## src/rtl/lc3_mem_arbiter_if.sv

```systemverilog
// lc3_mem_arbiter_if: requester, memory and status signals of the LC3 memory arbiter
interface lc3_mem_arbiter_if;
  logic        imem_rd;
  logic [15:0] imem_addr;
  logic [15:0] instr_dout;
  logic        complete_instr;
  logic        dmem_req;
  logic        dmem_rd;
  logic [15:0] dmem_addr;
  logic [15:0] dmem_din;
  logic [15:0] data_dout;
  logic        complete_data;
  logic        mem_en;
  logic        mem_we;
  logic [15:0] mem_addr;
  logic [15:0] mem_din;
  logic [15:0] mem_dout;
  logic        mem_ready;
  logic        busy;
  logic        timeout_err;
  modport slave (
    input  imem_rd, imem_addr, dmem_req, dmem_rd, dmem_addr, dmem_din, mem_dout, mem_ready,
    output instr_dout, complete_instr, data_dout, complete_data, mem_en, mem_we, mem_addr,
           mem_din, busy, timeout_err
  );
  modport master (
    output imem_rd, imem_addr, dmem_req, dmem_rd, dmem_addr, dmem_din, mem_dout, mem_ready,
    input  instr_dout, complete_instr, data_dout, complete_data, mem_en, mem_we, mem_addr,
           mem_din, busy, timeout_err
  );
endinterface

```

## src/rtl/lc3_mem_arbiter.sv

```systemverilog
// lc3_mem_arbiter: shares one variable-latency memory between instruction fetch and data access
module lc3_mem_arbiter #(
  parameter int DATA_BURST = 4,
  parameter int MAX_WAIT   = 255
) (
  input logic              clk,
  input logic              rst,
  lc3_mem_arbiter_if.slave bus
);
  localparam int WW = $clog2(MAX_WAIT + 1);
  typedef enum logic [1:0] {IDLE, BUSY, DONE} state_t;
  state_t         state_q;
  logic [3:0]     starve_q;
  logic [WW-1:0]  wait_q;
  logic [WW-1:0]  wait_d;
  logic           own_data_q;
  logic [15:0]    instr_dout_q, data_dout_q, mem_addr_q, mem_din_q;
  logic           mem_en_q, mem_we_q, cmp_i_q, cmp_d_q, busy_q, tmo_q;
  logic           gnt_d, gnt_i, expire;
  logic [15:0]    rdata;
  // data wins unless the pending fetch has already been passed over DATA_BURST times
  assign gnt_d  = bus.dmem_req && !(bus.imem_rd && starve_q == 4'(DATA_BURST));
  assign gnt_i  = bus.imem_rd && !gnt_d;
  assign wait_d = wait_q + 1'b1;
  assign expire = wait_d == WW'(MAX_WAIT);
  assign rdata  = bus.mem_ready ? bus.mem_dout : 16'hFFFF;
  always_ff @(posedge clk or posedge rst) begin
    if (rst) begin
      state_q      <= IDLE;
      starve_q     <= '0;
      wait_q       <= '0;
      own_data_q   <= 1'b0;
      instr_dout_q <= '0;
      data_dout_q  <= '0;
      mem_addr_q   <= '0;
      mem_din_q    <= '0;
      mem_en_q     <= 1'b0;
      mem_we_q     <= 1'b0;
      cmp_i_q      <= 1'b0;
      cmp_d_q      <= 1'b0;
      busy_q       <= 1'b0;
      tmo_q        <= 1'b0;
    end else begin
      case (state_q)
        IDLE: if (gnt_d || gnt_i) begin
          state_q    <= BUSY;
          own_data_q <= gnt_d;
          mem_en_q   <= 1'b1;
          mem_we_q   <= gnt_d && !bus.dmem_rd;
          mem_addr_q <= gnt_d ? bus.dmem_addr : bus.imem_addr;
          mem_din_q  <= (gnt_d && !bus.dmem_rd) ? bus.dmem_din : 16'h0000;
          wait_q     <= '0;
          busy_q     <= 1'b1;
          starve_q   <= (gnt_d && bus.imem_rd) ? starve_q + 4'd1 : 4'd0;
        end
        BUSY: begin
          wait_q <= wait_d;
          if (bus.mem_ready || expire) begin
            state_q    <= DONE;
            mem_en_q   <= 1'b0;
            mem_we_q   <= 1'b0;
            mem_addr_q <= '0;
            mem_din_q  <= '0;
            cmp_d_q    <= own_data_q;
            cmp_i_q    <= !own_data_q;
            if (!bus.mem_ready) tmo_q <= 1'b1;
            if (!own_data_q) instr_dout_q <= rdata;
            else if (!mem_we_q) data_dout_q <= rdata;
          end
        end
        DONE: begin
          state_q <= IDLE;
          cmp_i_q <= 1'b0;
          cmp_d_q <= 1'b0;
          busy_q  <= 1'b0;
        end
        default: state_q <= IDLE;
      endcase
    end
  end
  assign bus.instr_dout     = instr_dout_q;
  assign bus.data_dout      = data_dout_q;
  assign bus.complete_instr = cmp_i_q;
  assign bus.complete_data  = cmp_d_q;
  assign bus.mem_en         = mem_en_q;
  assign bus.mem_we         = mem_we_q;
  assign bus.mem_addr       = mem_addr_q;
  assign bus.mem_din        = mem_din_q;
  assign bus.busy           = busy_q;
  assign bus.timeout_err    = tmo_q;
endmodule

```

## src/flat_wrapper.sv

```systemverilog
// flat-port wrapper written by rule: the top's interface ports become plain ports
module lc3_mem_arbiter_flat 
#(
  parameter int DATA_BURST = 4,
  parameter int MAX_WAIT   = 255
)
  (clk, rst, bus_imem_rd, bus_imem_addr, bus_dmem_req, bus_dmem_rd, bus_dmem_addr, bus_dmem_din, bus_mem_dout, bus_mem_ready, bus_instr_dout, bus_complete_instr, bus_data_dout, bus_complete_data, bus_mem_en, bus_mem_we, bus_mem_addr, bus_mem_din, bus_busy, bus_timeout_err);
  lc3_mem_arbiter_if bus_i ();
  input logic clk;
  input logic rst;
  input wire logic [$bits(bus_i.imem_rd)-1:0] bus_imem_rd;
  input wire logic [$bits(bus_i.imem_addr)-1:0] bus_imem_addr;
  input wire logic [$bits(bus_i.dmem_req)-1:0] bus_dmem_req;
  input wire logic [$bits(bus_i.dmem_rd)-1:0] bus_dmem_rd;
  input wire logic [$bits(bus_i.dmem_addr)-1:0] bus_dmem_addr;
  input wire logic [$bits(bus_i.dmem_din)-1:0] bus_dmem_din;
  input wire logic [$bits(bus_i.mem_dout)-1:0] bus_mem_dout;
  input wire logic [$bits(bus_i.mem_ready)-1:0] bus_mem_ready;
  output wire logic [$bits(bus_i.instr_dout)-1:0] bus_instr_dout;
  output wire logic [$bits(bus_i.complete_instr)-1:0] bus_complete_instr;
  output wire logic [$bits(bus_i.data_dout)-1:0] bus_data_dout;
  output wire logic [$bits(bus_i.complete_data)-1:0] bus_complete_data;
  output wire logic [$bits(bus_i.mem_en)-1:0] bus_mem_en;
  output wire logic [$bits(bus_i.mem_we)-1:0] bus_mem_we;
  output wire logic [$bits(bus_i.mem_addr)-1:0] bus_mem_addr;
  output wire logic [$bits(bus_i.mem_din)-1:0] bus_mem_din;
  output wire logic [$bits(bus_i.busy)-1:0] bus_busy;
  output wire logic [$bits(bus_i.timeout_err)-1:0] bus_timeout_err;
  assign bus_i.imem_rd = bus_imem_rd;
  assign bus_i.imem_addr = bus_imem_addr;
  assign bus_i.dmem_req = bus_dmem_req;
  assign bus_i.dmem_rd = bus_dmem_rd;
  assign bus_i.dmem_addr = bus_dmem_addr;
  assign bus_i.dmem_din = bus_dmem_din;
  assign bus_i.mem_dout = bus_mem_dout;
  assign bus_i.mem_ready = bus_mem_ready;
  assign bus_instr_dout = bus_i.instr_dout;
  assign bus_complete_instr = bus_i.complete_instr;
  assign bus_data_dout = bus_i.data_dout;
  assign bus_complete_data = bus_i.complete_data;
  assign bus_mem_en = bus_i.mem_en;
  assign bus_mem_we = bus_i.mem_we;
  assign bus_mem_addr = bus_i.mem_addr;
  assign bus_mem_din = bus_i.mem_din;
  assign bus_busy = bus_i.busy;
  assign bus_timeout_err = bus_i.timeout_err;
  lc3_mem_arbiter #(.DATA_BURST(DATA_BURST), .MAX_WAIT(MAX_WAIT)) u_core (.clk(clk), .rst(rst), .bus(bus_i));
endmodule
```

## config.mk

```make
export PLATFORM = sky130hd
export DESIGN_NAME = lc3_mem_arbiter_flat
export DESIGN_NICKNAME = d
export VERILOG_FILES = /design/src/rtl/lc3_mem_arbiter_if.sv /design/src/rtl/lc3_mem_arbiter.sv /design/src/flat_wrapper.sv
export SDC_FILE = /design/constraint.sdc
export NUM_CORES = 1
export LEC_CHECK = 0
export CORE_AREA = 2 2 127 129
export DETAILED_ROUTE_END_ITERATION = 12
export DIE_AREA = 0 0 129 131
export SKIP_LAST_GASP = 1
export SLEW_MARGIN = 20
export SYNTH_ARGS = -nofsm -noshare
export SYNTH_HDL_FRONTEND = slang
export SYNTH_SLANG_ARGS = --single-unit
export TNS_END_PERCENT = 30
```

## constraint.sdc

```tcl
create_clock -name clk -period 9.7 [get_ports clk]
set_input_delay 2.91 -clock clk [delete_from_list [all_inputs] [get_ports clk]]
set_output_delay 2.91 -clock clk [all_outputs]
set_load 0.01 [all_outputs]
```

Word-level counts from Yosys, hierarchy flattened

Cells that the tools add are included.

Shifts and indexed selects: 0
Bitwise operators: 3
Eq/ne operators: 6
$mul: 0
Reductions and logical operators: 24
Magnitude comparators: 0
Mux-type cells: 24
Add/subtract/negate cells: 2
Divide/modulo/power cells: 0

Operator list:

| operator                                                        | number |
|---|---|
| 16-bit 2-to-1 mux                                               | 6 |
| 16-bit one-hot mux with 2 select lines                          | 2 |
| 8-bit one-hot mux with 2 select lines                           | 1 |
| 1-bit one-hot mux with 2 select lines                           | 5 |
| 2-bit AND reduction                                             | 5 |
| 3-bit AND reduction                                             | 3 |
| 8-bit by 1-bit adder with 8-bit output, second input constant   | 1 |
| 8-bit == test, second input constant                            | 1 |
| 8-bit 2-to-1 mux                                                | 1 |
| 2-bit nonzero test                                              | 3 |
| 1-bit logical AND                                               | 5 |
| 1-bit 2-to-1 mux                                                | 5 |
| 4-bit by 1-bit adder with 4-bit output, second input constant   | 1 |
| 4-bit by 3-bit == test with 1-bit output, second input constant | 1 |
| 1-bit logical NOT                                               | 4 |
| 2-bit 2-to-1 mux                                                | 2 |
| 4-bit 2-to-1 mux                                                | 1 |
| 2-bit by 1-bit != test with 1-bit output, second input constant | 2 |
| 2-bit one-hot mux with 2 select lines                           | 1 |
| 4-bit AND reduction                                             | 1 |
| 1-bit NOT                                                       | 3 |
| 2-bit by 1-bit == test with 1-bit output, second input constant | 1 |
| 2-bit == test, second input constant                            | 1 |
| 2-bit logical NOT                                               | 1 |
| 1-bit logical OR                                                | 2 |

Bits in read-only memories: 0
RAM bits: 0
Register bits: 85
Memories kept: 0
Latch bits: 0

Depth between registers and ports, before layout

Depth after elaboration: 9
Depth in mapped cells: 9
Gate-level depth less buffers: 8

Least setup slack after synthesis

OpenSTA, ideal clock, no wires.

Path kind: input to register
Start point: input port bus_imem_rd
End point: register u_core.mem_addr_q[0], in the netlist u_core.bus.mem_addr[0]
Data arrival time: 4.125 ns
Library setup time: 0.140 ns
Path slack: 5.435 ns
Cell stages on the path: 5
Buffers on the path: 1
Required time: 9.560 ns
Cells stage by stage: nand4b_1 nand2_1 clkbuf_1 mux2i_1 o22ai_2

Cells in the longest elaborated chain, start to end: 8

Ends and longest elaborated chain:

| item                                                      | line                  | RTL |
|---|---|---|
| start, declared                                           | flat_wrapper.sv:11    | `input wire logic [$bits(bus_i.imem_rd)-1:0] bus_imem_rd;` |
| 1-bit logical AND                                         | lc3_mem_arbiter.sv:22 | `assign gnt_d = bus.dmem_req && !(bus.imem_rd && starve_q == 4'(DATA_BURST));` |
| 1-bit logical NOT                                         | lc3_mem_arbiter.sv:22 |  |
| 1-bit logical AND                                         | lc3_mem_arbiter.sv:22 |  |
| 1-bit logical NOT                                         | lc3_mem_arbiter.sv:23 | `assign gnt_i = bus.imem_rd && !gnt_d;` |
| 1-bit logical AND                                         | lc3_mem_arbiter.sv:23 |  |
| 1-bit logical OR                                          | lc3_mem_arbiter.sv:45 | `IDLE: if (gnt_d \|\| gnt_i) begin` |
| 2-bit by 1-bit != test with 1-bit output (no source line) | -                     |  |
| 3-bit AND reduction (no source line)                      | -                     |  |
| end signal, assigned                                      | lc3_mem_arbiter.sv:50 | `mem_addr_q <= gnt_d ? bus.dmem_addr : bus.imem_addr;` |
| end, declared                                             | lc3_mem_arbiter.sv:17 | `logic [15:0] instr_dout_q, data_dout_q, mem_addr_q, mem_din_q;` |

Several ways; a longest one is shown, not always the timed one. The select of a mux whose other input is x is not followed.
A chain may end at the register's enable or synchronous reset.

Worst setup path after layout

Start point: input port bus_imem_rd
End point: register u_core.mem_din_q[11], in the netlist u_core.bus.mem_din[11]

Cells in the longest elaborated chain, start to end: 8

Ends and longest elaborated chain:

| item                                                      | line                  | RTL |
|---|---|---|
| 1-bit logical AND                                         | lc3_mem_arbiter.sv:22 |  |
| 1-bit logical NOT                                         | lc3_mem_arbiter.sv:22 |  |
| 1-bit logical AND                                         | lc3_mem_arbiter.sv:22 |  |
| 1-bit logical NOT                                         | lc3_mem_arbiter.sv:23 |  |
| 1-bit logical AND                                         | lc3_mem_arbiter.sv:23 |  |
| 1-bit logical OR                                          | lc3_mem_arbiter.sv:45 |  |
| 2-bit by 1-bit != test with 1-bit output (no source line) | -                     |  |
| 3-bit AND reduction (no source line)                      | -                     |  |
| end signal, assigned                                      | lc3_mem_arbiter.sv:51 | `mem_din_q <= (gnt_d && !bus.dmem_rd) ? bus.dmem_din : 16'h0000;` |
| end, declared                                             | lc3_mem_arbiter.sv:17 |  |

Several ways; a longest one is shown, not always the timed one. The select of a mux whose other input is x is not followed.

==> impl_results.md <==
- Top-area cell type share of the netlist area: around 56%
- Post-synth EDFFs: 0
- Kind of critical path: input port to flop
- Worst slew margin: 34.2%
- Fin crit period: around 4.8 ns
- Worst slew pin tran: 0.982 ns
- Root buf cell: clkbuf_16
- Placed wire-length estimate: 7360 µm
- Detail Route Antenna Nets: 0
- Vias per cell: between 4 and 5
- Area leader, netlist: dfrtp_1
- H-tree depth: 3
- Critical Path AT: slightly above 5 ns
- Multi-input logic area: 1560 µm²
- Clk buf depth: 2
- VDD IR-drop max: between 0.0001 and 0.00015 V
- Initial antenna violation count: 0
- Yosys cell types: between 50 and 60
- RSZ-0062 raised after global routing: false
- Post-CTS Setup Bufs: 0
- Chip height: ~130 µm
- YS warnings: 0
- Vias: about 3200
- DR pass1 iterations: 4
- Type of origin of the critical path: input port
- Starting DRT DRC Count: 102
- Final Cycle Share: approximately half
- WP data required: ~10 ns
- # IOs: 140
- # rows: 46
- Max_cap viols: 0
- Drt wl/cell: between 15 and 20 µm
- Total Negative Setup Slacks: 0 ns
- Pin count of the biggest net entering global routing: 86
- Ys async rst share: 100%
- Worst hold-check path type: flop to flop
- CTS Buf Count: 9
- Sw power: between 400 and 500 µW
- Crit path max fanout: 56
- P&R area growth vs syn: 49.5%
- Detailed Route WL: around 11000 µm
- Pwr Density: 263 nW/µm²
- Synth area leaders: dfrtp_1 (56%), o22a_1 (7.6%), a32o_1 (4.2%)
- Switching fraction of total power: 31.9%
- Cell count after synthesis: 313
- Share of layout cells above drive strength 1: roughly a tenth
- Final hold slack: 0.463 ns
- Starting Density: approximately 25%
- Sequential Area: 2130 µm²
- Sequential Power Share: between 30% and 40%
- Internal power component: roughly 1.0 mW
- Final net count: between 500 and 600
- Syn_area_per_cell: ~12 µm²
- Final GP Congestion: 0.786
- Global-route wire length before repair: around 17000 µm
- Post-Syn Area: between 3000 and 4000 µm²
- Vias in the first global route: between 3000 and 4000
- Combinational share of power: a little under two fifths
- Die area: around 17000 µm²
- Slew Limit Fails: 0
- Skew final: 0.00580 ns
- Clk_lat worst skew: 0.34 ns
- Reg clk slew, reported paths: 0.06 ns
- Fin. Hold Viols: 0
- Fillers: 1530
- Final Setup Violations: 0
- Clock Sinks: 85
- DRC violations left: 0
- Aggregate global-route resource usage: 12.9%
- Leak Pwr: 2.37 nW
- Port buffer count: approximately 140
- Syn Nets: 387
- CP endpoint kind: flop
- Cts repair resizes: 0
- Power share of the clock group: 23.9%
- Outcome: complete, no violations
- TritonCTS clock tree: done
- Grt total ovfl: 0
- Chip width: between 100 and 150 µm
- Sequential share of the synthesized area: 55.6%
- Power, Total: between 1.5 and 2 mW
- CORE AREA: about 16000 µm²
- CTS hold repair buffers: 0
- Flops & latches, synth: 85
- Most used DFF post-synth: dfrtp_1
- Max Fclk: around 210 MHz
- Antenna Cells: 0
worst max-delay path, stage by stage:
cell,delay (ns)
clkdlybuf4s50_1,0.53
nor2_1,0.10
or3_2,0.40
buf_4,0.33
nor3_4,0.59
a32o_1,0.22
area by class of cell:
type	count	share of cell area, %
well taps	216	4.73
multi-input cells	201	27.3
clock inverters	4	1.29
clock buffers	11	4.07
inverters	8	0.591
flip-flops and latches	85	37.2
repair buffers	142	24.8
registers in the layout (all words and copies together), names as in the netlist:
signal and count:
u_core.own_data_q 1, u_core.bus.mem_we 1, u_core.state_q 2, u_core.bus.complete_instr 1
u_core.bus.complete_data 1, u_core.bus.mem_en 1, u_core.bus.timeout_err 1, u_core.bus.mem_addr 16
u_core.bus.instr_dout 16, u_core.bus.mem_din 16, u_core.wait_q 8, u_core.bus.data_dout 16
u_core.starve_q 4, u_core.bus.busy 1
power groups by stage:
stage               Combinational [mW]  Sequential [mW]  Clock, mW
finish                           0.566            0.579      0.359
global route                     0.612            0.596      0.389
CTS                              0.573            0.579      0.370
detailed placement               0.572            0.580          0
global placement                 0.556            0.579          0
floorplan                        0.213            0.612          0
worst paths after layout:
check,start,endpoint,slack (ns),depth (start not counted)
setup / recovery,bus_imem_rd,u_core.bus.mem_din[11],4.87,6
hold / removal,u_core.bus.timeout_err,u_core.bus.timeout_err,0.46,1
setup reg to reg,u_core.wait_q[0],u_core.bus.data_dout[14],7.02,6
hold reg to reg,u_core.bus.timeout_err,u_core.bus.timeout_err,0.46,1
max in group asynchronous,rst,u_core.bus.mem_din[5],6.05,3
min in group asynchronous,rst,u_core.bus.instr_dout[10],3.12,3
routing by layer:
metal / vias to the layer above / GRT usage, % / wire, µm
met5: - / 0 / 0
met1: 1565 / 15.7 / 4690
met4: 0 / 5.95 / 197
met2: 114 / 21.3 / 5120
li1: 1468 / - / -
met3: 16 / 3.75 / 762
cell families (layout without fill, tap and decap cells):
family	Yosys count	count (layout)	share of synthesized area (%)
buffers and inverters	27	165	3.86
multiplexers	17	17	4.78
AO/OA/AOI/OAI	112	112	23.9
flip-flops	85	85	55.6
AND/OR/NAND/NOR	68	68	10.5
adder cells (fa/ha/maj)	4	4	1.31
layout by cell type (no fill, tap or decap), types with 3 or more instances in the layout:
cell type	synthesis	layout
a21o_1	3	3
a21oi_1	5	5
a31oi_1	3	3
a32o_1	16	16
and2_1	4	4
clkbuf_16	0	9
clkdlybuf4s50_1	0	139
dfrtp_1	85	85
ha_1	4	4
inv_1	6	5
mux2i_1	16	16
nand2_1	28	28
nand3_1	8	8
o21ai_0	20	20
o22a_1	33	33
o22ai_1	8	8
o22ai_2	10	10
synthesized netlist by cell type, types with 4 or more instances:
cell type   n
a21oi_1     5
mux2i_1    16
buf_6       5
inv_1       6
ha_1        4
nand2_1    28
o22a_1     33
nand3_1     8
and2_1      4
dfrtp_1    85
clkbuf_1   10
o21ai_0    20
o22ai_1     8
o22ai_2    10
a32o_1     16
metrics by stage:
step / instances / utilization [%] / setup WS [ns] / area [µm²]
floorplan: 313 / - / 4.60 / 3820
global placement: 652 / 34.6 / 4.29 / 5400
detailed placement: 652 / 34.6 / 4.18 / 5400
CTS: 667 / 36.6 / 4.54 / 5710
global route: 667 / 36.7 / 4.68 / 5720
finish: 667 / 36.7 / 4.87 / 5720
(Power assumes the default switching activity.)
